<file path="config.mk">
export PLATFORM = sky130hd
export DESIGN_NAME = trax_turn_sequencer
export DESIGN_NICKNAME = d
export VERILOG_FILES = /design/src/rtl/trax_turn_sequencer.sv
export SDC_FILE = /design/constraint.sdc
export NUM_CORES = 1
export LEC_CHECK = 0
export ABC_AREA = 1
export ABC_CLOCK_PERIOD_IN_PS = 3200
export CAP_MARGIN = 15
export CORE_AREA = 5 5 118 120
export CTS_CLUSTER_SIZE = 25
export DETAILED_ROUTE_END_ITERATION = 6
export DIE_AREA = 0 0 123 125
export GPL_TIMING_DRIVEN = 0
export PLACE_DENSITY = 0.68
export SLEW_MARGIN = 20
export SYNTH_ARGS = -nofsm -noshare
export SYNTH_HDL_FRONTEND = slang
export SYNTH_SLANG_ARGS = --single-unit
</file>
<file path="constraint.sdc">
create_clock -name clk -period 3.2 [get_ports clk]
set_input_delay 0.64 -clock clk [delete_from_list [all_inputs] [get_ports clk]]
set_output_delay 0.64 -clock clk [all_outputs]
set_load 0.005 [all_outputs]
</file>
<file path="src/rtl/trax_turn_sequencer.sv">
// Turn sequencer for the Trax move pipeline: walks one opponent move and one
// own move through update, auto-complete, copy, shift and choose phases.
module trax_turn_sequencer #(
  parameter int TIMEOUT     = 4095,
  parameter int AC_MAX_ITER = 8
) (
  input  logic        clk,
  input  logic        reset,
  input  logic        end_receive,
  input  logic        color,
  input  logic [21:0] move_rx,
  output logic [21:0] move_cur,
  output logic [21:0] move_tx,
  output logic        start_transmit,
  output logic        upd_start,
  input  logic        upd_done,
  output logic        ac_start,
  input  logic        ac_done,
  output logic        copy_start,
  input  logic        copy_done,
  output logic        shd_start,
  input  logic        shd_done,
  output logic        shr_start,
  input  logic        shr_done,
  output logic        choose_start,
  input  logic        choose_done,
  input  logic        ac_changed,
  input  logic        need_shd,
  input  logic        need_shr,
  input  logic [21:0] chosen_move,
  output logic        busy,
  output logic [3:0]  phase,
  output logic [15:0] round,
  output logic        error,
  output logic        overrun
);

  localparam int TW  = $clog2(TIMEOUT + 1);
  localparam int ACW = $clog2(AC_MAX_ITER + 1);
  localparam logic [TW-1:0]  TMO_LIM = TW'(TIMEOUT - 1);
  localparam logic [ACW-1:0] AC_LIM  = ACW'(AC_MAX_ITER);
  localparam logic [21:0]    WHITE_OPEN = 22'h100000;

  typedef enum logic [3:0] {
    S_IDLE = 4'd0, S_UPD = 4'd1, S_AC = 4'd2, S_COPY = 4'd3, S_SHD = 4'd4,
    S_SHR = 4'd5, S_CHOOSE = 4'd6, S_TX = 4'd7, S_ERR = 4'd15
  } state_t;

  state_t          state, state_d, post_copy;
  logic            enter, first_cyc, done_in, done_ok, wait_st, rise;
  logic            er_q, color_seen, pass, shr_pend;
  logic [TW-1:0]   tmo_cnt;
  logic [ACW-1:0]  ac_cnt;

  assign rise = end_receive & ~er_q;

  // done is ignored in the start cycle; only the owning phase listens
  always_comb begin
    done_in = 1'b0;
    case (state)
      S_UPD:    done_in = upd_done;
      S_AC:     done_in = ac_done;
      S_COPY:   done_in = copy_done;
      S_SHD:    done_in = shd_done;
      S_SHR:    done_in = shr_done;
      S_CHOOSE: done_in = choose_done;
      default:  done_in = 1'b0;
    endcase
    done_ok   = done_in & ~first_cyc;
    wait_st   = state inside {S_UPD, S_AC, S_COPY, S_SHD, S_SHR, S_CHOOSE};
    post_copy = pass ? S_TX : S_CHOOSE;
  end

  always_ff @(posedge clk or negedge reset) begin
    if (!reset) state <= S_IDLE;
    else        state <= state_d;
  end

  always_comb begin
    state_d = state;
    enter   = 1'b0;
    case (state)
      S_IDLE: if (rise) begin state_d = S_UPD; enter = 1'b1; end
      S_UPD:  if (done_ok) begin state_d = S_AC; enter = 1'b1; end
      S_AC: if (done_ok) begin
        state_d = (ac_changed && ac_cnt < AC_LIM) ? S_AC : S_COPY;
        enter   = 1'b1;
      end
      S_COPY: if (done_ok) begin
        state_d = need_shd ? S_SHD : (need_shr ? S_SHR : post_copy);
        enter   = 1'b1;
      end
      S_SHD:    if (done_ok) begin state_d = shr_pend ? S_SHR : post_copy; enter = 1'b1; end
      S_SHR:    if (done_ok) begin state_d = post_copy; enter = 1'b1; end
      S_CHOOSE: if (done_ok) begin state_d = S_UPD; enter = 1'b1; end
      S_TX:     state_d = S_IDLE;
      default:  state_d = S_ERR;
    endcase
    if (wait_st && !done_ok && tmo_cnt == TMO_LIM) begin
      state_d = S_ERR;
      enter   = 1'b0;
    end
  end

  always_comb begin
    busy  = (state != S_IDLE);
    phase = state;
    error = (state == S_ERR);
  end

  // start pulses are registered so they land in the first cycle of the new state
  always_ff @(posedge clk or negedge reset) begin
    if (!reset) begin
      upd_start      <= 1'b0;
      ac_start       <= 1'b0;
      copy_start     <= 1'b0;
      shd_start      <= 1'b0;
      shr_start      <= 1'b0;
      choose_start   <= 1'b0;
      start_transmit <= 1'b0;
      first_cyc      <= 1'b0;
    end else begin
      upd_start      <= enter && state_d == S_UPD;
      ac_start       <= enter && state_d == S_AC;
      copy_start     <= enter && state_d == S_COPY;
      shd_start      <= enter && state_d == S_SHD;
      shr_start      <= enter && state_d == S_SHR;
      choose_start   <= enter && state_d == S_CHOOSE;
      start_transmit <= enter && state_d == S_TX;
      first_cyc      <= enter;
    end
  end

  always_ff @(posedge clk or negedge reset) begin
    if (!reset) begin
      er_q       <= 1'b0;
      color_seen <= 1'b0;
      pass       <= 1'b0;
      shr_pend   <= 1'b0;
      move_cur   <= '0;
      move_tx    <= '0;
      round      <= '0;
      overrun    <= 1'b0;
      ac_cnt     <= '0;
      tmo_cnt    <= '0;
    end else begin
      er_q <= end_receive;
      if (state == S_IDLE && rise) begin
        color_seen <= 1'b1;
        // white opens the game: skip the opponent half and play the opening tile
        if (!color_seen && !color) begin
          move_cur <= WHITE_OPEN;
          move_tx  <= WHITE_OPEN;
          pass     <= 1'b1;
        end else begin
          move_cur <= move_rx;
          pass     <= 1'b0;
        end
      end
      if (rise && state != S_IDLE && state != S_ERR) overrun <= 1'b1;
      if (state == S_COPY && done_ok) shr_pend <= need_shr;
      if (state == S_CHOOSE && done_ok) begin
        move_cur <= chosen_move;
        move_tx  <= chosen_move;
        pass     <= 1'b1;
      end
      if (state == S_TX && round != 16'hFFFF) round <= round + 16'd1;
      if (enter && state_d == S_AC)
        ac_cnt <= (state == S_AC) ? ac_cnt + ACW'(1) : ACW'(1);
      if (enter || state_d != state) tmo_cnt <= '0;
      else if (wait_st)              tmo_cnt <= tmo_cnt + TW'(1);
    end
  end

endmodule

</file>
==> results.yml, run 1 <==
detailed_routing:
  drc: 0
  vias: 3741
  finalWirelength_microns: 11620
  drt_iter0_drc: 256
  wl_per_cell_microns: 14.34
  vias_per_cell: 4.619
  postRouteAntennaNets: 0
  dr.pass1.iters: 4
clocking:
  cts_buffers: 9
  tritoncts: "done"
  cts_buffer_depth: 2
  postCtsSetupBuffers: 0
  cts.htree.levels: 3
  post_cts_resized: 0
  clk_latency_ns: 0.33
  cts_sinks: 93
  cts-root-buf: "clkbuf_16"
  cts.clk_slew.worst_paths_ns: 0.06
  holdBufCountCts: 0
die:
  core_sq_um: 12870
  die_x_microns: 123
  dieArea_sq_um: 15380
  initial_core_util_pct: 33.76
  num_rows: 42
  die_y_microns: 125
  io_pins: 131
cells_and_area:
  synthToLayoutAreaGrowth_pct: 42.86
  antenna_cells: 0
  nets: 692
  seq_area_sq_um: 2327
  fill_cells: 1231
  drive_gt1_share_pct: 11.36
  multiInputGateArea_sq_um: 1836
synthesis:
  synth_cell_types: 38
  synth_fp_nets: 550
  ys_warn_count: 0
  synth_top_cell_by_area: "dfrtp_1"
  synthCells: 489
  ys_seq_area_share_pct: 53.54
  synth.most_common_cell: "nand2_1"
  synthTopCellsByCount: "151 x nand2_1, 93 x dfrtp_1, 64 x nand3_1"
  synth_ff_type: "dfrtp_1"
  syn_area_sq_um: 4347
  netlist.area_leader.share_pct: 53.54
  synth-seq-cells: 93
  syn_area_per_cell_sq_um: 8.889
  synthArstFlopShare_pct: 100.0
  synth_edf_count: 0
  synth.area.top_cells: "dfrtp_1 54%, nand2_1 13%, nand3_1 7.4%"
sta:
  slew_viol_final: 0
  worst_slew_pin_slew_ns: 0.6111
  skew_ns: 0.007635
  finalHoldViolCount: 0
  setup_viol: 0
  fin_crit_sh_pct: 79.44
  slew_headroom_pct: 59.26
  rsz0062_at_grt: "no"
  fin_crit_ns: 2.542
  fmax_ghz: 0.3934
  setup_slack_ns: 0.6578
worst_hold_path:
  hold_path_class: "input port to async pin"
power:
  power.density_nw_per_um2: 389.3
  p_total_w: 0.002417
  leakagePower_nw: 2.945
  irDropWorstVdd_mv: 0.2037
run_status:
  status: "finished clean"
run:
  maxCapViolations: 0
worst_setup_path:
  end_kind: "output port"
  rrSetupSlack_ns: 0.96
  critPathMaxFanout: 6
  cp.arrival_ns: 1.90
  crit_type: "flip-flop to output port"
  worstPathRequired_ns: 2.56
  cp-endpoint: "busy"
  startpoint_type: "flip-flop"
  rr_worst_depth: 15
  r2r_end: "tmo_cnt[4]$_DFFE_PN0P_"
  critPathLaunch: "phase[0]$_DFF_PN0_"
  reg2reg_from: "phase[3]$_DFF_PN0_"
placement:
  numPortBuffers: 130
  dp_hpwl_microns: 8825
  pre_cts_slack_ns: 0.5650
  gp_congestion: 0.8222
global_route:
  grt_max_degree: 50
  grt_pass1_wl_microns: 19440
  grt_overflow: 0
  grt_usage_pct: 15.71
  antenna_found_initial: 0
  grt_pass1_vias: 3960
[worst max-delay path, stage by stage, from the launching register on]
cell and delay (ns):
dfrtp_1 0.46, nor2_1 0.28, inv_1 0.10, nor2_1 0.19, inv_1 0.08, clkdlybuf4s50_1 0.47
[sequential cells by signal (all words and copies together) (netlist names), 4 cells and up]
name	flops
ac_cnt	4
tmo_cnt	12
round	16
move_tx	22
phase	4
move_cur	22
[metal layers]
layer  part of all wire (%)  vias up  track usage (%)
met1                     44     1787            19.95
met3                    7.4        8            5.375
met4                   0.65        0            3.909
li1                       -     1835                -
met5                      0        -                0
met2                     48      111            25.73
[cell usage in the layout, fill, tap and decap left out, types with 3 or more instances in the layout]
master and count:
nand2_1 151, clkdlybuf4s50_1 129, dfrtp_1 93, nand3_1 64, nor2_1 35, inv_1 24
nor2_2 17, xor2_1 15, xnor2_1 13, clkbuf_16 9, inv_2 8, nand4_1 8
clkbuf_1 8, nand2_2 6, nand2_4 4, nor3_1 4, ha_1 4, nor2_4 3
nand3_2 3, or2_2 3
[power breakdown]
part,internal [W],switching [W]
clock network,0.000697,0.000436
logic,0.0000659,0.0000418
registers,0.00118,0.000000204
[worst min path at each step]
stage / end / slack, ns / depth (start not counted)
4_1_cts: shr_start$_DFF_PN0_ / 0.24 / 1
3_5_place_dp: color_seen$_DFFE_PN0P_ / 0.45 / 1
3_3_place_gp: color_seen$_DFFE_PN0P_ / 0.45 / 1
2_1_floorplan: ac_cnt[0]$_DFFE_PN0P_ / 0.34 / 0
5_1_grt: choose_start$_DFF_PN0_ / 0.26 / 1
6_report: shr_start$_DFF_PN0_ / 0.23 / 1
[cells by family (layout without fill, tap and decap cells)]
kind of cell	Yosys count	in the layout	synth area share, %
AO/OA/AOI/OAI	10	10	1.641
XOR/XNOR	28	28	5.642
multiplexers	2	2	0.5181
flip-flops	93	93	53.54
buffers and inverters	46	191	4.232
AND/OR/NAND/NOR	306	306	33.28
adder cells (fa/ha/maj)	4	4	1.151
[layout make-up]
class	instances	area share [%]
sequential	93	37.48
multi-input combinational	350	29.56
timing repair buffer	131	21.42
clock buffer	10	3.848
tap	176	3.546
inverter	35	2.136
clock inverter	4	1.189
buffer	11	0.8261
[through the flow]
stage,instance area (sq um),instances,TNS [ns],hold slack (ns),utilization [%]
after CTS,6210,810,0,0.2363,48.23
after floorplan,4347,489,0,0.3444,-
after global routing,6210,810,0,0.2575,48.23
final,6210,810,0,0.2294,48.23
after global placement,5868,795,-184.32,0.4452,45.58
after detailed placement,5897,796,0,0.4465,45.80
Power figures use the tool's default switching activity.
==> inputs of run 2 (changes only) <==
--- a/config.mk
+++ b/config.mk
@@ -6,14 +6,14 @@
 export NUM_CORES = 1
 export LEC_CHECK = 0
 export ABC_AREA = 1
-export ABC_CLOCK_PERIOD_IN_PS = 3200
+export ABC_CLOCK_PERIOD_IN_PS = 2100
 export CAP_MARGIN = 15
 export CORE_AREA = 5 5 118 120
 export CTS_CLUSTER_SIZE = 25
 export DETAILED_ROUTE_END_ITERATION = 6
 export DIE_AREA = 0 0 123 125
 export GPL_TIMING_DRIVEN = 0
-export PLACE_DENSITY = 0.68
+export PLACE_DENSITY = 0.7
 export SLEW_MARGIN = 20
 export SYNTH_ARGS = -nofsm -noshare
 export SYNTH_HDL_FRONTEND = slang
==> constraint.sdc (replaced) <==
create_clock -name clk -period 2.1 [get_ports clk]
set_input_delay 0.42 -clock clk [delete_from_list [all_inputs] [get_ports clk]]
set_output_delay 0.42 -clock clk [all_outputs]
set_load 0.005 [all_outputs]
==> run 2 against run 1 <==
  * The run now ends with setup timing left
  * Final cell count is 4.0% higher
  * Cell area is 10% higher
  * First-iteration DRC count is 22% lower
  * Critical path depth is 10 higher
  * Sequential power is 52% higher
  * Critical endpoint is now tmo_cnt[5]$_DFFE_PN0P_
==> results.yml, run 2 (same netlist as run 1, synthesis figures left out) <==
placement:
  dp_hpwl_microns: 8891
  numPortBuffers: 130
  gp_congestion: 0.8340
  placed_area_sq_um: 5897
clocking:
  cts.htree.levels: 3
  tritoncts: "done"
  cts_buffers: 9
  cts-root-buf: "clkbuf_16"
  cts.clk_slew.worst_paths_ns: 0.07
  cts_sinks: 93
  cts_buffer_depth: 2
  clk_latency_ns: 0.35
global_route:
  grt_max_degree: 55
  grt_usage_pct: 16.98
  antenna_found_initial: 0
  grt_overflow: 0
  grt_pass1_wl_microns: 20720
  grt_pass1_vias: 4050
power:
  combPwrFrac_pct: 4.3
  p_int_w: 0.003095
  irDropWorstVdd_mv: 0.2430
  sw_frac_of_total_pct: 19.95
  leakagePower_nw: 3.240
  power.density_nw_per_um2: 563.7
  power.share.clock_pct: 49.3
  p_switching_w: 0.0007711
  seqPwrFrac_pct: 46.3
  p_total_w: 0.003866
sta:
  slew_headroom_pct: 73.03
  setup_slack_ns: -0.08004
  finalHoldViolCount: 0
  setup_viol: 16
  fin_crit_ns: 2.180
  fin_crit_sh_pct: 103.8
  fin_setup_tns_ns: -0.9865
  rsz0062_at_grt: "yes"
  skew_ns: 0.005280
  fmax_ghz: 0.4587
  slew_viol_final: 0
  worst_slew_pin_slew_ns: 0.4041
  whs_ns: 0.4671
detailed_routing:
  vias_per_cell: 4.688
  finalWirelength_microns: 12870
  drc: 0
  dr.pass1.iters: 4
  postRouteAntennaNets: 0
  vias: 3947
  wl_per_cell_microns: 15.29
  drt_iter0_drc: 199
die:
  initial_core_util_pct: 33.76
  num_rows: 42
  dieArea_sq_um: 15380
  io_pins: 131
  die_y_microns: 125
  die_x_microns: 123
  core_sq_um: 12870
cells_and_area:
  synthToLayoutAreaGrowth_pct: 57.80
  final_util_pct: 53.27
  mostFrequentLayoutCell: "nand2_1"
  multiInputGateArea_sq_um: 2140
  drive_gt1_share_pct: 21.77
  antenna_cells: 0
  final_cell_mix: "142 x nand2_1, 126 x clkdlybuf4s50_1, 90 x dfrtp_1"
  fill_cells: 1138
  seq_area_sq_um: 2331
  nets: 722
  largestRegisters: "move_cur (22), move_tx (22), round (16)"
  design_area_sq_um: 6859
worst_setup_path:
  end_kind: "flip-flop"
  critPathMaxFanout: 8
  critPathLaunch: "phase[0]$_DFF_PN0_"
  reg2reg_from: "phase[0]$_DFF_PN0_"
  crit_type: "flip-flop to flip-flop"
  cp.arrival_ns: 2.46
  rr_worst_depth: 15
  startpoint_type: "flip-flop"
  worstPathRequired_ns: 2.38
worst_hold_path:
  min_from: "color_seen$_DFFE_PN0P_"
  hold_depth: 1
  hold_path_class: "flip-flop to flip-flop"
run_status:
  violations: "setup timing"
  status: "complete, but fails checks"
run:
  maxCapViolations: 0
[run 2: worst paths after layout]
check                           slack [ns]                       end
worst min register to register        0.47    color_seen$_DFFE_PN0P_
worst max register to register       -0.08    tmo_cnt[5]$_DFFE_PN0P_
max in group asynchronous             0.95          pass$_DFFE_PN0P_
worst max-delay path                 -0.08    tmo_cnt[5]$_DFFE_PN0P_
worst min-delay path                  0.47    color_seen$_DFFE_PN0P_
min in group asynchronous             0.55  start_transmit$_DFF_PN0_
[run 2: repair_timing]
action,in CTS,in global routing
gates resized for setup,58,49
cloned,1,0
endpoints found under the hold margin,39,0
hold buffers,1,0
pin swaps,16,20
setup endpoints to repair,66,63
buffers inserted,18,10
[run 2: final cells by class]
cell class                 count  share of cell area, %
sequential                    93                  33.98
multi-input combinational    350                  31.19
timing repair buffer         161                  23.19
clock buffer                  11                  3.539
tap                          176                  3.211
inverter                      35                  2.080
clock inverter                 5                  1.551
buffer                        11                  1.259
[run 2: power groups by stage]
stage | clock (W) | combinational (W) | sequential, W
floorplan | 0 | 0.0000111 | 0.00183
global placement | 0 | 0.000159 | 0.00183
detailed placement | 0 | 0.000167 | 0.00183
CTS | 0.00194 | 0.000170 | 0.00179
global route | 0.00203 | 0.000183 | 0.00179
finish | 0.00191 | 0.000167 | 0.00179
[run 2: metal layers]
layer | GRT usage, % | vias up | share of wire [%]
met5 | 0 | - | 0
met4 | 5.081 | 0 | 1.3
met3 | 5.059 | 12 | 7.3
met2 | 27.37 | 131 | 49
met1 | 22.05 | 1903 | 42
li1 | - | 1901 | -
[run 2: critical path: stages (launching register included)]
cell and delay [ns]:
dfrtp_2 0.47, buf_6 0.15, nor2_4 0.15, nand3_2 0.09
nand2_2 0.09, nor2_4 0.05, nand2_8 0.10, nand2_8 0.08
nand2_8 0.10, nand3_2 0.11, nand2_1 0.09, nand2_1 0.06
nor2_2 0.12, nand4_4 0.17, clkbuf_16 0.21, nor2_4 0.07
[run 2: metrics by stage]
stage,cells,setup WS (ns)
2_1_floorplan,489,0.1155
3_3_place_gp,795,-2.817
3_5_place_dp,796,-0.3089
4_1_cts,832,-0.08258
5_1_grt,842,-0.2051
6_report,842,-0.08004
==> inputs of run 3 (changes only) <==
--- a/config.mk
+++ b/config.mk
@@ -14,6 +14,7 @@
 export DIE_AREA = 0 0 123 125
 export GPL_TIMING_DRIVEN = 0
 export PLACE_DENSITY = 0.7
+export SETUP_SLACK_MARGIN = 0.15
 export SLEW_MARGIN = 20
 export SYNTH_ARGS = -nofsm -noshare
 export SYNTH_HDL_FRONTEND = slang
==> run 3 against run 2 <==
  * The run still ends with setup timing left
  * First-iteration DRC count grew 12%
  * Sequential power barely moved
  * Die area unchanged
  * Via count is 4.0% higher
  * Sequential cell count is the same
  * Fmax decreased by 2.2%
  * Cell area rose by 8.8%
  * Critical endpoint is now tmo_cnt[10]$_DFFE_PN0P_
  * Largest power group is now sequential cells
==> results.yml, run 3 (same netlist as run 1, synthesis figures left out) <==
worst_setup_path:
  critical-path-max-stage-delay_ns: 0.49
  rrSetupSlack_ns: -0.13
  cp.arrival_ns: 2.52
  slowest_stage: "dfrtp_2"
  cpLargestDelayFamily: "simple AND/OR/NAND/NOR gates"
  worst-path-buf-inv: 3
  end_kind: "flip-flop"
  crit_chain: "nand2_4 -> inv_4 -> nand3_1 -> nand2_2 -> nor2_4 -> nand2_8 -> nand2_8 -> buf_4 -> nand2_1 -> nand2_2 -> nand2_4 -> nand2_4 -> nand4_4 -> clkbuf_16 -> nor2_2"
  critPathMostFrequentCell: "nand2_4"
  crit_type: "flip-flop to flip-flop"
  critPathMaxFanout: 8
  startpoint_type: "flip-flop"
  worstPathRequired_ns: 2.39
cells_and_area:
  largestRegisters: "move_cur (22), move_tx (22), round (16)"
  drive_gt1_share_pct: 34.21
  antenna_cells: 0
  mostFrequentLayoutCell: "clkdlybuf4s50_1"
  fin_cells: 863
  nets: 743
  synthToLayoutAreaGrowth_pct: 71.73
  final_cell_mix: "126 x clkdlybuf4s50_1, 106 x nand2_1, 90 x dfrtp_1"
global_route:
  grt_usage_pct: 18.00
  antenna_found_initial: 0
  grt_overflow: 0
  grt_max_degree: 52
  grt_pass1_wl_microns: 21980
  grt_pass1_vias: 4280
clocking:
  cts.clk_slew.worst_paths_ns: 0.07
  clk_latency_ns: 0.35
  cts_buffers: 9
  tritoncts: "done"
  cts_sinks: 93
  cts.htree.levels: 3
  cts-root-buf: "clkbuf_16"
  cts_buffer_depth: 2
placement:
  dp_hpwl_microns: 9018
  dp_cells: 796
  gp_congestion: 0.8411
  numPortBuffers: 130
die:
  core_sq_um: 12870
  die_y_microns: 125
  initial_core_util_pct: 33.76
  num_rows: 42
  dieArea_sq_um: 15380
  io_pins: 131
  die_x_microns: 123
sta:
  skew_ns: 0.006318
  fin_setup_tns_ns: -2.120
  fmax_ghz: 0.4486
  setup_viol: 41
  slew_viol_final: 0
  rsz0062_at_grt: "yes"
  slew_headroom_pct: 70.90
  fin_crit_sh_pct: 106.2
  finalHoldViolCount: 0
  fin_crit_ns: 2.229
  setup_slack_ns: -0.1292
  worst_slew_pin_slew_ns: 0.4365
detailed_routing:
  vias: 4103
  wl_per_cell_microns: 16.40
  finalWirelength_microns: 14160
  postRouteAntennaNets: 0
  vias_per_cell: 4.754
  drc: 0
  dr.pass1.iters: 6
  drt_iter0_drc: 223
run:
  maxCapViolations: 0
power:
  leakagePower_nw: 3.457
  irDropWorstVdd_mv: 0.3144
  p_total_w: 0.003539
  power.density_nw_per_um2: 474.0
worst_hold_path:
  hold_path_class: "flip-flop to flip-flop"
run_status:
  violations: "setup timing"
  status: "complete, but fails checks"
run 3: cell types whose count changed in the layout (fill, tap and decap cells not counted), moves of 4 or more:
| cell | delta |
|---|---|
| nand2_1 | -36 |
| nand3_2 | +16 |
| nand3_4 | +8 |
| nand2_4 | +5 |
| nand2_2 | +30 |
| nand3_1 | -24 |
| clkbuf_16 | +5 |
| buf_4 | +8 |
| buf_6 | +5 |
| inv_1 | -4 |
run 3: metrics by stage:
step | worst slack [ns] | cell area [sq um] | hold slack (ns) | utilization, %
after floorplan | 0.1588 | 4352 | 0.1244 | -
after global placement | -2.801 | 5873 | 0.4459 | 45.62
after detailed placement | -0.3384 | 5902 | 0.3661 | 45.84
after CTS | -0.08467 | 7012 | 0.4713 | 54.46
after global routing | -0.2618 | 7465 | 0.4743 | 57.98
final | -0.1292 | 7465 | 0.4678 | 57.98
run 3: routing by layer:
layer  track usage [%]  share of wire (%)
met1             21.50                 39
met2             31.04                 53
met3             5.375                7.0
met4             5.472                1.6
met5                 0                  0
run 3: final timing paths:
kind                                        startpoint                       end  depth (start not counted)
worst min-delay path            color_seen$_DFFE_PN0P_    color_seen$_DFFE_PN0P_                          1
max in group asynchronous                        reset   move_tx[11]$_DFFE_PN0P_                          3
worst min register to register  color_seen$_DFFE_PN0P_    color_seen$_DFFE_PN0P_                          1
min in group asynchronous                        reset  start_transmit$_DFF_PN0_                          2
worst max register to register      phase[0]$_DFF_PN0_   tmo_cnt[10]$_DFFE_PN0P_                         15
worst max-delay path                phase[0]$_DFF_PN0_   tmo_cnt[10]$_DFFE_PN0P_                         15
run 3: power breakdown:
part | switching, W | internal (W)
clock | 0.000737 | 0.000807
combinational | 0.0000809 | 0.000122
sequential | 0.000000288 | 0.00179
total | 0.000818 | 0.00272
run 3: repair_timing:
| action | in CTS | in global routing |
|---|---|---|
| hold buffers | 1 | 0 |
| setup buffers | 25 | 18 |
| resized for setup | 137 | 79 |
| endpoints found under the setup margin | 72 | 75 |
| cloned | 4 | 3 |
| hold endpoints to repair | 10 | 0 |
| pin swaps | 21 | 27 |
run 3: cell type report:
cell class,instances,area [sq um]
fillers,1091,5410
clock buffers,9,225.2
inverters,35,162.7
flip-flops and latches,93,2331
multi-input cells,350,2454
plain buffers,11,178.9
repair buffers,182,1843
clock inverters,7,50.05
well taps,176,220.2
==> edit: new RTL, config.mk and constraints of run 2 <==
Change the parameter `AC_MAX_ITER` from 8 to 4.
--- a/src/rtl/trax_turn_sequencer.sv
+++ b/src/rtl/trax_turn_sequencer.sv
@@ -2,7 +2,7 @@
 // own move through update, auto-complete, copy, shift and choose phases.
 module trax_turn_sequencer #(
   parameter int TIMEOUT     = 4095,
-  parameter int AC_MAX_ITER = 8
+  parameter int AC_MAX_ITER = 4
 ) (
   input  logic        clk,
   input  logic        reset,
Formal check against the unedited RTL: same outputs for any inputs over 10 cycles, from zero or initial values and one cycle with reset low; that may be too few to reach the edited logic, so the function may still have changed.
==> edit against run 2 <==
The flow still finishes with violations (setup timing). Via count grew 3.0%. Final area grew 0.78%. Global-route usage shrank 0.44 points. Maximum frequency shrank 4.1%. Total power shrank 4.1%. Setup slack lost 93 ps. Sequential cell count shrank 1. Synthesized area shrank 1.0%. Routed wire length grew 1.3%. Cell count grew 1.3%. Critical path type is now reg -> out.
==> edit: results (changes against run 2) <==
metric	value	unit	change
Peak VDD IR	390	uV	was 243 uV
DP HPWL	8.94	mm	was 8.89 mm
Worst Clk Skew	7.76	ps	was 5.28 ps
TritonCTS buffer count	9		unchanged
pin count of the biggest net entering global routing	71		was 55
wire length of the first global-routing pass	20.1	mm	was 20.7 mm
crit path max fanout	4		was 8
Seq/Total Area, Yosys	53.5	%	about the same
Total GRT Usage	16.5	%	was 17.0%
Post-synth top cells	151 x nand2_1, 92 x dfrtp_1, 65 x nand3_1, 37 x inv_1, 37 x nor2_1		was 151 x nand2_1, 93 x dfrtp_1, 64 x nand3_1, 35 x nor2_1, 24 x inv_1
post-synth cell types	33		was 38
syn_nets	556		was 550
reg2reg start	phase[2]$_DFF_PN0_		was phase[0]$_DFF_PN0_
Inst Count DP	802		was 796
Worst Reg-to-Reg Cells	17		was 15
largest cells by area after synthesis	dfrtp_1 54%, nand2_1 13%, nand3_1 7.6%		was dfrtp_1 54%, nand2_1 13%, nand3_1 7.4%
mux cell area share after synthesis	0.524	%	was 0.518%
final setup fails	38		was 16
R2R setup slack	-160	ps	was -80 ps
failing checks	setup timing		unchanged
layout cell share with drive strength beyond 1	24.7	%	was 21.8%
Mean Syn Cell Area	8.69	um2	was 8.89 um2
Worst-Margin Slew	393	ps	was 404 ps
Area after DPL	5850	um2	was 5900 um2
total wire length	13.0	mm	was 12.9 mm
Worst Path Arrival	1850	ps	was 2460 ps
routability cong.	0.938		was 0.834
CP Launch Point	phase[0]$_DFF_PN0_		unchanged
Post-Synth XOR/XNOR Area	5.50	%	was 5.64%
routed vias	4065		was 3,947
vias in the first global route	4146		was 4,050
outcome	finished with violations		unchanged
worst setup margin	-173	ps	was -80.0 ps
Initial DRC Count	180		was 199
Critical Path Sink	error		was tmo_cnt[5]$_DFFE_PN0P_
Leakage	3.23	nW	was 3.24 nW
Reg2Reg Capture Point	tmo_cnt[8]$_DFFE_PN0P_		was tmo_cnt[5]$_DFFE_PN0P_
## edit: what timing repair did
item                                   CTS  global route
gates resized for setup                 56            73
hold buffers                             1             0
buffers inserted                        14            17
pin swaps                               16            18
setup endpoints to repair               67            65
gates cloned                             1             2
endpoints found under the hold margin   22             0
## edit: kinds of logic (layout without fill, tap and decap cells)
family                   Yosys count  after routing
buffers and inverters             55            237
XOR/XNOR                          27             27
multiplexers                       2              2
flip-flops                        92             92
AO/OA/AOI/OAI                      9              9
AND/OR/NAND/NOR                  306            306
adder cells (fa/ha/maj)            4              4
## edit: per-layer routing
metal	GRT usage (%)	vias up	wire, um
li1	-	1926	-
met1	19.7	1988	5210
met2	27.9	137	6700
met3	4.97	14	915
met4	6.19	0	211
met5	0	-	0
## edit: worst max-delay path, cell delays in order (launching register included)
cell and delay (ps):
dfrtp_2 450, nand2_4 80, buf_4 150, nor3_2 250
clkdlybuf4s50_1 580
## edit: final cells by class
cell class	instances	area [um2]
plain buffers	11	90.1
repair buffers	166	1670
fillers	1166	5960
flip-flops and latches	92	2310
well taps	176	220
clock inverters	7	98.8
inverters	44	189
multi-input cells	348	2120
clock buffers	9	225
## edit: metrics by stage
step                      TNS (ps)  hold slack (ps)  setup WS [ps]
after floorplan                  0              124            139
after detailed placement    -24360              286           -461
after global placement     -278660              450          -2780
final                        -2870              470           -173
after CTS                    -1250              464           -101
after global routing         -7700              507           -275
## edit: where the power goes
part / switching (mW) / leakage (nW) / total [mW] / internal, mW
logic: 0.0660 / 1.88 / 0.169 / 0.103
clock network: 0.717 / 0.156 / 1.77 / 1.05
registers: 0.000245 / 1.19 / 1.77 / 1.77
total: 0.784 / 3.23 / 3.71 / 2.92
